--- src/rtl/core_v_xif_copro_alu_if.sv ---
// Issue/register/commit/result channels between a host core (master) and the
// ALU coprocessor (slave). Compressed and memory channels are not carried.
interface core_v_xif_copro_alu_if #(
    parameter int X_ID_WIDTH     = 4,
    parameter int X_HARTID_WIDTH = 1
);
    logic                      issue_valid;
    logic                      issue_ready;
    logic [31:0]               issue_instr;
    logic [X_HARTID_WIDTH-1:0] issue_hartid;
    logic [X_ID_WIDTH-1:0]     issue_id;
    logic                      issue_accept;
    logic                      issue_writeback;
    logic [1:0]                issue_register_read;

    logic                      register_valid;
    logic                      register_ready;
    logic [X_ID_WIDTH-1:0]     register_id;
    logic [1:0][31:0]          register_rs;
    logic [1:0]                register_rs_valid;

    logic                      commit_valid;
    logic [X_ID_WIDTH-1:0]     commit_id;
    logic                      commit_kill;

    logic                      result_valid;
    logic                      result_ready;
    logic [X_ID_WIDTH-1:0]     result_id;
    logic [X_HARTID_WIDTH-1:0] result_hartid;
    logic [31:0]               result_data;
    logic [4:0]                result_rd;
    logic                      result_we;
    logic                      result_exc;
    logic [5:0]                result_exccode;
    logic                      result_dbg;
    logic                      result_err;
    logic [2:0]                result_ecswe;

    modport master (
        output issue_valid, issue_instr, issue_hartid, issue_id,
        input  issue_ready, issue_accept, issue_writeback, issue_register_read,
        output register_valid, register_id, register_rs, register_rs_valid,
        input  register_ready,
        output commit_valid, commit_id, commit_kill,
        input  result_valid, result_id, result_hartid, result_data, result_rd,
        input  result_we, result_exc, result_exccode, result_dbg, result_err, result_ecswe,
        output result_ready
    );

    modport slave (
        input  issue_valid, issue_instr, issue_hartid, issue_id,
        output issue_ready, issue_accept, issue_writeback, issue_register_read,
        input  register_valid, register_id, register_rs, register_rs_valid,
        output register_ready,
        input  commit_valid, commit_id, commit_kill,
        output result_valid, result_id, result_hartid, result_data, result_rd,
        output result_we, result_exc, result_exccode, result_dbg, result_err, result_ecswe,
        input  result_ready
    );
endinterface

--- src/rtl/core_v_xif_copro_alu.sv ---
// CORE-V-XIF coprocessor endpoint: in-order queue of custom-0 ALU instructions
// that collects operands, waits for commit/kill and returns one writeback each.
module core_v_xif_copro_alu #(
    parameter int X_ID_WIDTH     = 4,
    parameter int X_HARTID_WIDTH = 1,
    parameter int DEPTH          = 4
) (
    input  logic                   clk_i,
    input  logic                   rst_ni,
    core_v_xif_copro_alu_if.slave  xif
);
    localparam int PW = $clog2(DEPTH);
    localparam int CW = PW + 1;
    typedef logic [PW-1:0] ptr_t;

    logic [X_ID_WIDTH-1:0]     id_mem     [DEPTH];
    logic [X_HARTID_WIDTH-1:0] hartid_mem [DEPTH];
    logic [2:0]                funct3_mem [DEPTH];
    logic [4:0]                rd_mem     [DEPTH];
    logic [31:0]               rs1_mem    [DEPTH];
    logic [31:0]               rs2_mem    [DEPTH];
    logic                      ops_ok_reg    [DEPTH];
    logic                      committed_reg [DEPTH];
    logic                      killed_reg    [DEPTH];

    ptr_t          head_reg, tail_reg;
    logic [CW-1:0] count_reg;
    logic          register_ready_reg;

    logic                      result_valid_reg;
    logic [X_ID_WIDTH-1:0]     result_id_reg;
    logic [X_HARTID_WIDTH-1:0] result_hartid_reg;
    logic [31:0]               result_data_reg;
    logic [4:0]                result_rd_reg;

    logic instr_ok, push, pop, load, head_kill_pop, head_live, slot_free;
    logic reg_hit, cmt_hit;
    ptr_t reg_idx, cmt_idx;
    logic unused_instr_bits;

    function automatic logic [31:0] alu_op(input logic [2:0] f3, input logic [31:0] a,
                                           input logic [31:0] b);
        case (f3)
            3'b000:  return a + b;
            3'b001:  return a - b;
            3'b010:  return a ^ b;
            3'b011:  return (a < b) ? a : b;
            3'b100:  return (a < b) ? b : a;
            3'b101:  return a << b[4:0];
            default: return 32'h0;
        endcase
    endfunction

    assign instr_ok = (xif.issue_instr[6:0] == 7'b0001011) &&
                      (xif.issue_instr[31:25] == 7'b0) &&
                      (xif.issue_instr[14:12] <= 3'b101);
    assign unused_instr_bits = ^xif.issue_instr[24:15];

    // Response bits are only meaningful while an issue request is presented.
    assign xif.issue_ready         = (count_reg < CW'(DEPTH));
    assign xif.issue_accept        = xif.issue_valid & instr_ok;
    assign xif.issue_writeback     = xif.issue_valid & instr_ok;
    assign xif.issue_register_read = {2{xif.issue_valid & instr_ok}};
    assign xif.register_ready      = register_ready_reg;

    assign push = xif.issue_valid & xif.issue_ready & instr_ok;

    // Oldest live entry wins when ids alias; done entries are skipped so a reused id finds the new one.
    always_comb begin
        reg_hit = 1'b0;
        reg_idx = '0;
        cmt_hit = 1'b0;
        cmt_idx = '0;
        for (int k = 0; k < DEPTH; k++) begin
            ptr_t idx;
            idx = head_reg + PW'(k);
            if (CW'(k) < count_reg) begin
                if (!reg_hit && xif.register_valid && !ops_ok_reg[idx] &&
                    id_mem[idx] == xif.register_id) begin
                    reg_hit = 1'b1;
                    reg_idx = idx;
                end
                if (!cmt_hit && xif.commit_valid && !committed_reg[idx] && !killed_reg[idx] &&
                    id_mem[idx] == xif.commit_id) begin
                    cmt_hit = 1'b1;
                    cmt_idx = idx;
                end
            end
        end
    end

    assign head_live     = (count_reg != '0);
    assign head_kill_pop = head_live & killed_reg[head_reg];
    assign slot_free     = !result_valid_reg | xif.result_ready;
    assign load          = head_live & ops_ok_reg[head_reg] & committed_reg[head_reg] &
                           !killed_reg[head_reg] & slot_free;
    assign pop           = head_kill_pop | load;

    always_ff @(posedge clk_i) begin
        if (!rst_ni) begin
            head_reg           <= '0;
            tail_reg           <= '0;
            count_reg          <= '0;
            register_ready_reg <= 1'b0;
        end else begin
            register_ready_reg <= 1'b1;
            if (push) tail_reg <= tail_reg + 1'b1;
            if (pop)  head_reg <= head_reg + 1'b1;
            case ({push, pop})
                2'b10:   count_reg <= count_reg + 1'b1;
                2'b01:   count_reg <= count_reg - 1'b1;
                default: count_reg <= count_reg;
            endcase
        end
    end

    for (genvar gi = 0; gi < DEPTH; gi++) begin : g_entry
        always_ff @(posedge clk_i) begin
            if (!rst_ni) begin
                ops_ok_reg[gi]    <= 1'b0;
                committed_reg[gi] <= 1'b0;
                killed_reg[gi]    <= 1'b0;
            end else if (push && tail_reg == PW'(gi)) begin
                id_mem[gi]        <= xif.issue_id;
                hartid_mem[gi]    <= xif.issue_hartid;
                funct3_mem[gi]    <= xif.issue_instr[14:12];
                rd_mem[gi]        <= xif.issue_instr[11:7];
                ops_ok_reg[gi]    <= 1'b0;
                committed_reg[gi] <= 1'b0;
                killed_reg[gi]    <= 1'b0;
            end else begin
                if (reg_hit && reg_idx == PW'(gi) && xif.register_rs_valid == 2'b11) begin
                    rs1_mem[gi]    <= xif.register_rs[0];
                    rs2_mem[gi]    <= xif.register_rs[1];
                    ops_ok_reg[gi] <= 1'b1;
                end
                if (cmt_hit && cmt_idx == PW'(gi)) begin
                    if (xif.commit_kill) killed_reg[gi]    <= 1'b1;
                    else                 committed_reg[gi] <= 1'b1;
                end
            end
        end
    end

    always_ff @(posedge clk_i) begin
        if (!rst_ni) begin
            result_valid_reg  <= 1'b0;
            result_id_reg     <= '0;
            result_hartid_reg <= '0;
            result_data_reg   <= '0;
            result_rd_reg     <= '0;
        end else if (load) begin
            result_valid_reg  <= 1'b1;
            result_id_reg     <= id_mem[head_reg];
            result_hartid_reg <= hartid_mem[head_reg];
            result_data_reg   <= alu_op(funct3_mem[head_reg], rs1_mem[head_reg], rs2_mem[head_reg]);
            result_rd_reg     <= rd_mem[head_reg];
        end else if (xif.result_ready) begin
            result_valid_reg  <= 1'b0;
        end
    end

    assign xif.result_valid   = result_valid_reg;
    assign xif.result_id      = result_id_reg;
    assign xif.result_hartid  = result_hartid_reg;
    assign xif.result_data    = result_data_reg;
    assign xif.result_rd      = result_rd_reg;
    assign xif.result_we      = result_valid_reg;
    assign xif.result_exc     = 1'b0;
    assign xif.result_exccode = '0;
    assign xif.result_dbg     = 1'b0;
    assign xif.result_err     = 1'b0;
    assign xif.result_ecswe   = '0;
endmodule

--- src/flat_wrapper.sv ---
// flat-port wrapper written by rule: the top's interface ports become plain ports
module core_v_xif_copro_alu_flat 
#(
    parameter int X_ID_WIDTH     = 4,
    parameter int X_HARTID_WIDTH = 1,
    parameter int DEPTH          = 4
)
  (clk_i, rst_ni, xif_issue_valid, xif_issue_instr, xif_issue_hartid, xif_issue_id, xif_issue_ready, xif_issue_accept, xif_issue_writeback, xif_issue_register_read, xif_register_valid, xif_register_id, xif_register_rs, xif_register_rs_valid, xif_register_ready, xif_commit_valid, xif_commit_id, xif_commit_kill, xif_result_valid, xif_result_id, xif_result_hartid, xif_result_data, xif_result_rd, xif_result_we, xif_result_exc, xif_result_exccode, xif_result_dbg, xif_result_err, xif_result_ecswe, xif_result_ready);
  core_v_xif_copro_alu_if #(.X_ID_WIDTH(X_ID_WIDTH), .X_HARTID_WIDTH(X_HARTID_WIDTH)) xif_i ();
  input  logic clk_i;
  input  logic rst_ni;
  input wire logic [$bits(xif_i.issue_valid)-1:0] xif_issue_valid;
  input wire logic [$bits(xif_i.issue_instr)-1:0] xif_issue_instr;
  input wire logic [$bits(xif_i.issue_hartid)-1:0] xif_issue_hartid;
  input wire logic [$bits(xif_i.issue_id)-1:0] xif_issue_id;
  output wire logic [$bits(xif_i.issue_ready)-1:0] xif_issue_ready;
  output wire logic [$bits(xif_i.issue_accept)-1:0] xif_issue_accept;
  output wire logic [$bits(xif_i.issue_writeback)-1:0] xif_issue_writeback;
  output wire logic [$bits(xif_i.issue_register_read)-1:0] xif_issue_register_read;
  input wire logic [$bits(xif_i.register_valid)-1:0] xif_register_valid;
  input wire logic [$bits(xif_i.register_id)-1:0] xif_register_id;
  input wire logic [$bits(xif_i.register_rs)-1:0] xif_register_rs;
  input wire logic [$bits(xif_i.register_rs_valid)-1:0] xif_register_rs_valid;
  output wire logic [$bits(xif_i.register_ready)-1:0] xif_register_ready;
  input wire logic [$bits(xif_i.commit_valid)-1:0] xif_commit_valid;
  input wire logic [$bits(xif_i.commit_id)-1:0] xif_commit_id;
  input wire logic [$bits(xif_i.commit_kill)-1:0] xif_commit_kill;
  output wire logic [$bits(xif_i.result_valid)-1:0] xif_result_valid;
  output wire logic [$bits(xif_i.result_id)-1:0] xif_result_id;
  output wire logic [$bits(xif_i.result_hartid)-1:0] xif_result_hartid;
  output wire logic [$bits(xif_i.result_data)-1:0] xif_result_data;
  output wire logic [$bits(xif_i.result_rd)-1:0] xif_result_rd;
  output wire logic [$bits(xif_i.result_we)-1:0] xif_result_we;
  output wire logic [$bits(xif_i.result_exc)-1:0] xif_result_exc;
  output wire logic [$bits(xif_i.result_exccode)-1:0] xif_result_exccode;
  output wire logic [$bits(xif_i.result_dbg)-1:0] xif_result_dbg;
  output wire logic [$bits(xif_i.result_err)-1:0] xif_result_err;
  output wire logic [$bits(xif_i.result_ecswe)-1:0] xif_result_ecswe;
  input wire logic [$bits(xif_i.result_ready)-1:0] xif_result_ready;
  assign xif_i.issue_valid = xif_issue_valid;
  assign xif_i.issue_instr = xif_issue_instr;
  assign xif_i.issue_hartid = xif_issue_hartid;
  assign xif_i.issue_id = xif_issue_id;
  assign xif_issue_ready = xif_i.issue_ready;
  assign xif_issue_accept = xif_i.issue_accept;
  assign xif_issue_writeback = xif_i.issue_writeback;
  assign xif_issue_register_read = xif_i.issue_register_read;
  assign xif_i.register_valid = xif_register_valid;
  assign xif_i.register_id = xif_register_id;
  assign xif_i.register_rs = xif_register_rs;
  assign xif_i.register_rs_valid = xif_register_rs_valid;
  assign xif_register_ready = xif_i.register_ready;
  assign xif_i.commit_valid = xif_commit_valid;
  assign xif_i.commit_id = xif_commit_id;
  assign xif_i.commit_kill = xif_commit_kill;
  assign xif_result_valid = xif_i.result_valid;
  assign xif_result_id = xif_i.result_id;
  assign xif_result_hartid = xif_i.result_hartid;
  assign xif_result_data = xif_i.result_data;
  assign xif_result_rd = xif_i.result_rd;
  assign xif_result_we = xif_i.result_we;
  assign xif_result_exc = xif_i.result_exc;
  assign xif_result_exccode = xif_i.result_exccode;
  assign xif_result_dbg = xif_i.result_dbg;
  assign xif_result_err = xif_i.result_err;
  assign xif_result_ecswe = xif_i.result_ecswe;
  assign xif_i.result_ready = xif_result_ready;
  core_v_xif_copro_alu #(.X_ID_WIDTH(X_ID_WIDTH), .X_HARTID_WIDTH(X_HARTID_WIDTH), .DEPTH(DEPTH)) u_core (.clk_i(clk_i), .rst_ni(rst_ni), .xif(xif_i));
endmodule
--- config.mk ---
export PLATFORM = sky130hd
export DESIGN_NAME = core_v_xif_copro_alu_flat
export DESIGN_NICKNAME = d
export VERILOG_FILES = /design/src/rtl/core_v_xif_copro_alu_if.sv /design/src/rtl/core_v_xif_copro_alu.sv /design/src/flat_wrapper.sv
export SDC_FILE = /design/constraint.sdc
export NUM_CORES = 1
export LEC_CHECK = 0
export BUFFER_PORTS_ARGS = -buffer_cell sky130_fd_sc_hd__buf_2
export CORE_MARGIN = 2
export CORE_UTILIZATION = 45
export DETAILED_ROUTE_END_ITERATION = 10
export SLEW_MARGIN = 20
export SYNTH_ARGS = -nofsm -noshare
export SYNTH_HDL_FRONTEND = slang
export SYNTH_SLANG_ARGS = --single-unit
--- constraint.sdc ---
create_clock -name clk_i -period 18.3 [get_ports clk_i]
set_input_delay 5.49 -clock clk_i [delete_from_list [all_inputs] [get_ports clk_i]]
set_output_delay 5.49 -clock clk_i [all_outputs]
set_load 0.01 [all_outputs]
==> metrics <==
Tmin final=12.42 ns; row count=79; Syn Std Cell Area=21350 um2; Net Sw Frac=0.3006; Syn Area/Cell=approximately 12 um2; pwr/cell area=98.67 nW/um2; post-route ant nets=0; Clock transition at path regs=0.06 ns; Worst Tran Pin Value=1.044 ns; CP Cell Sequence=buf_2 -> a2111oi_0 -> nand3_1 -> nor4_1 -> buf_2; final period utilization=0.6789; CP delay by family, top=simple AND/OR/NAND/NOR gates; Max Clock Freq=80.50 MHz; LEAKAGE=8.414 nW; clock power share=0.359; dpl cell area=roughly 22000 um2; Final Max Slew Viols=0; worst relative slew slack=0.2858; htree depth=2; Die W=221.8 um; DRC Markers=18; violated checks=DRC; Most used DFF post-synth=edfxtp_1; Root Driver=clkbuf_16; layout overhead on the synthesized area=11.65%; final clock skew=between 0.02 and 0.025 ns; largest net degree at the start of global routing=66; CP Class=in2out; nets=2121; Ports=180; hold_sp=u_core.xif.result_hartid$_SDFFE_PN0P_; crit-path max FO=5; CTS tree=done; crit path max-delay cell type=nor4_1; Final Hold Violating Endpoints=0; global route overflow=0; Via-to-Cell Ratio=6.113; logic gate share of total power=0.240; clk buf depth=3; startpoint types=input port; VDD IR-drop max=about 0.000085 V; Synth Instances=about 1800; Core Region=46650 um2; post-DP HPWL=43.88 mm; setup TNS=0 ns; synth unique cells=90; Arr. time, crit path=slightly below 7 ns; most frequent cells in the layout=317 x edfxtp_1, 157 x buf_2, 155 x nand2_1; wire per inst=24.03 um; initial core utilization=0.4576; Synth Warn #=0; initial DRC count=1397; GP Congestion=0.9527; Int Pwr=roughly 0.0016 W; commonest non-fill, non-tap cell in the layout=edfxtp_1; RSZ-0062 raised after global routing=false; initial antenna violation count=4; CP Launch Point=xif_issue_instr[14]; Finished Cell Area=roughly 24000 um2; Seq cells post-synth=373; largest area contributor in the netlist=edfxtp_1; postcts setup bufs=0; register area share after synthesis=0.4984; Crit path buffers/inverters=2; placed insts=2492; Seq pwr share=0.401; Synth area leaders=edfxtp_1 45%, mux4_2 8.5%, dfxtp_1 5.3%, ha_1 4.3%, a21oi_1 3.6%; number of flops mapped to enable cells by yosys=317; outcome=finished, violations left; drt first pass iters=8; WL final=61.69 mm; cts repair resizes=0; Net Sw Power=0.0007068 W; IO buf count=157; ys async rst share=0; Die Ht=about 220 um; layout cell share with drive strength beyond 1=0.2001; vias in the first global route=15209; Total Routing Usage GR=0.2477; WP data required=~13 ns; Max Cap Viol=0; first-pass GRT wire length=92.73 mm; clock buffer count from CTS=around 40; # hold bufs at CTS=0; CP max stage delay=around 0.47 ns; Hold Crit Class=reg2reg; top-area cell type share of the netlist area=0.4459; clock sinks=373; routed vias=around 16000; final non-filler cell total=2567; Most Frequent Cell on Critical Path=buf_2; die area=a little under 50000 um2; Final Setup Violations=0; R2R setup slack=12.20 ns; Crit. End Element=output pin; clk_lat worst skew=0.59 ns
[synth_stat cells (9+ instances only)]
library cell	count
o31ai_1	12
xor2_1	18
a21o_1	13
a21oi_1	152
buf_4	28
dfxtp_1	56
xnor2_1	37
mux2_2	30
and3_1	9
o211ai_1	26
clkbuf_1	50
nand2b_1	13
nand2_1	155
a31oi_1	12
o22ai_1	12
a211oi_1	26
o21bai_1	9
nor4_1	13
nor3_1	42
nand4_1	9
ha_1	73
a221oi_1	23
buf_2	30
and2_1	19
mux4_2	81
nor2_1	129
o21ai_0	70
nand3_1	26
nor2b_1	9
mux2i_1	67
edfxtp_1	317
inv_1	73
a22oi_1	20
[metal layers]
| metal | wire length, um | track usage | up-vias |
|---|---|---|---|
| met1 | 26270 | 0.3316 | 7769 |
| met5 | 34 | 0 | - |
| met3 | 3950 | 0.04956 | 134 |
| li1 | - | - | 7192 |
| met4 | 2225 | 0.09002 | 6 |
| met2 | 29210 | 0.4016 | 592 |
[cell families (layout without fill, tap and decap cells)]
| logic type | Yosys count | after routing | share of synthesized area |
|---|---|---|---|
| simple gates | 460 | 460 | 0.09981 |
| buf+inv | 202 | 334 | 0.04852 |
| flops | 373 | 373 | 0.4984 |
| other cells | 1 | 13 | 0.0001757 |
| compound gates | 463 | 463 | 0.1426 |
| mux | 187 | 187 | 0.1432 |
| xor+xnor | 55 | 55 | 0.02256 |
| fa+ha+maj | 75 | 75 | 0.04466 |
[worst paths after layout]
check	to	cells after the start
worst max-delay path	xif_issue_register_read[1]	5
worst min-delay path	u_core.xif.result_hartid$_SDFFE_PN0P_	2
worst max register to register	u_core.xif.result_data[2]$_SDFFE_PN0P_	16
worst min register to register	u_core.xif.result_hartid$_SDFFE_PN0P_	2
[worst register-to-register path, stage by stage, from the launching register on]
cell       delay (ns)
dfxtp_4          0.54
buf_4            0.63
mux4_2           0.38
buf_4            0.51
inv_1            0.46
fa_1             0.54
a211oi_1         0.36
o211a_1          0.23
nor4_1           0.09
o21a_1           0.27
o2111ai_1        0.28
nand3_1          0.27
mux2i_2          0.23
buf_4            0.45
a22oi_1          0.27
a31oi_1          0.42
a21o_1           0.13
[metrics by stage]
step / total power [W] / util / hold WS (ns) / worst slack, ns
final: 0.002352 / 0.5109 / 0.4543 / 5.877
after global placement: 0.001508 / 0.4814 / 0.4462 / 5.858
after global routing: 0.002449 / 0.5108 / 0.4852 / 5.731
after floorplan: 0.001367 / - / 0.4374 / 5.642
after CTS: 0.002361 / 0.5108 / 0.4558 / 5.820
after detailed placement: 0.001513 / 0.4814 / 0.4479 / 5.832
[power groups by stage]
stage | Combinational (W) | Sequential [W] | Clock, W
final | 0.000564 | 0.000943 | 0.000845
after CTS | 0.000555 | 0.000943 | 0.000862
after floorplan | 0.000415 | 0.000952 | 0
after detailed placement | 0.000552 | 0.000961 | 0
after global placement | 0.000547 | 0.000961 | 0
after global routing | 0.000608 | 0.000945 | 0.000896
[cell type report]
type,instances,area (um2)
tap,607,759.5
inverter,75,281.5
clock buffer,54,1116
fill,4130,22820
antenna,1,2.502
timing repair buffer,185,996.0
clock inverter,20,257.7
sequential,373,10650
multi-input combinational,1252,9773
Power figures use the tool's default switching activity.
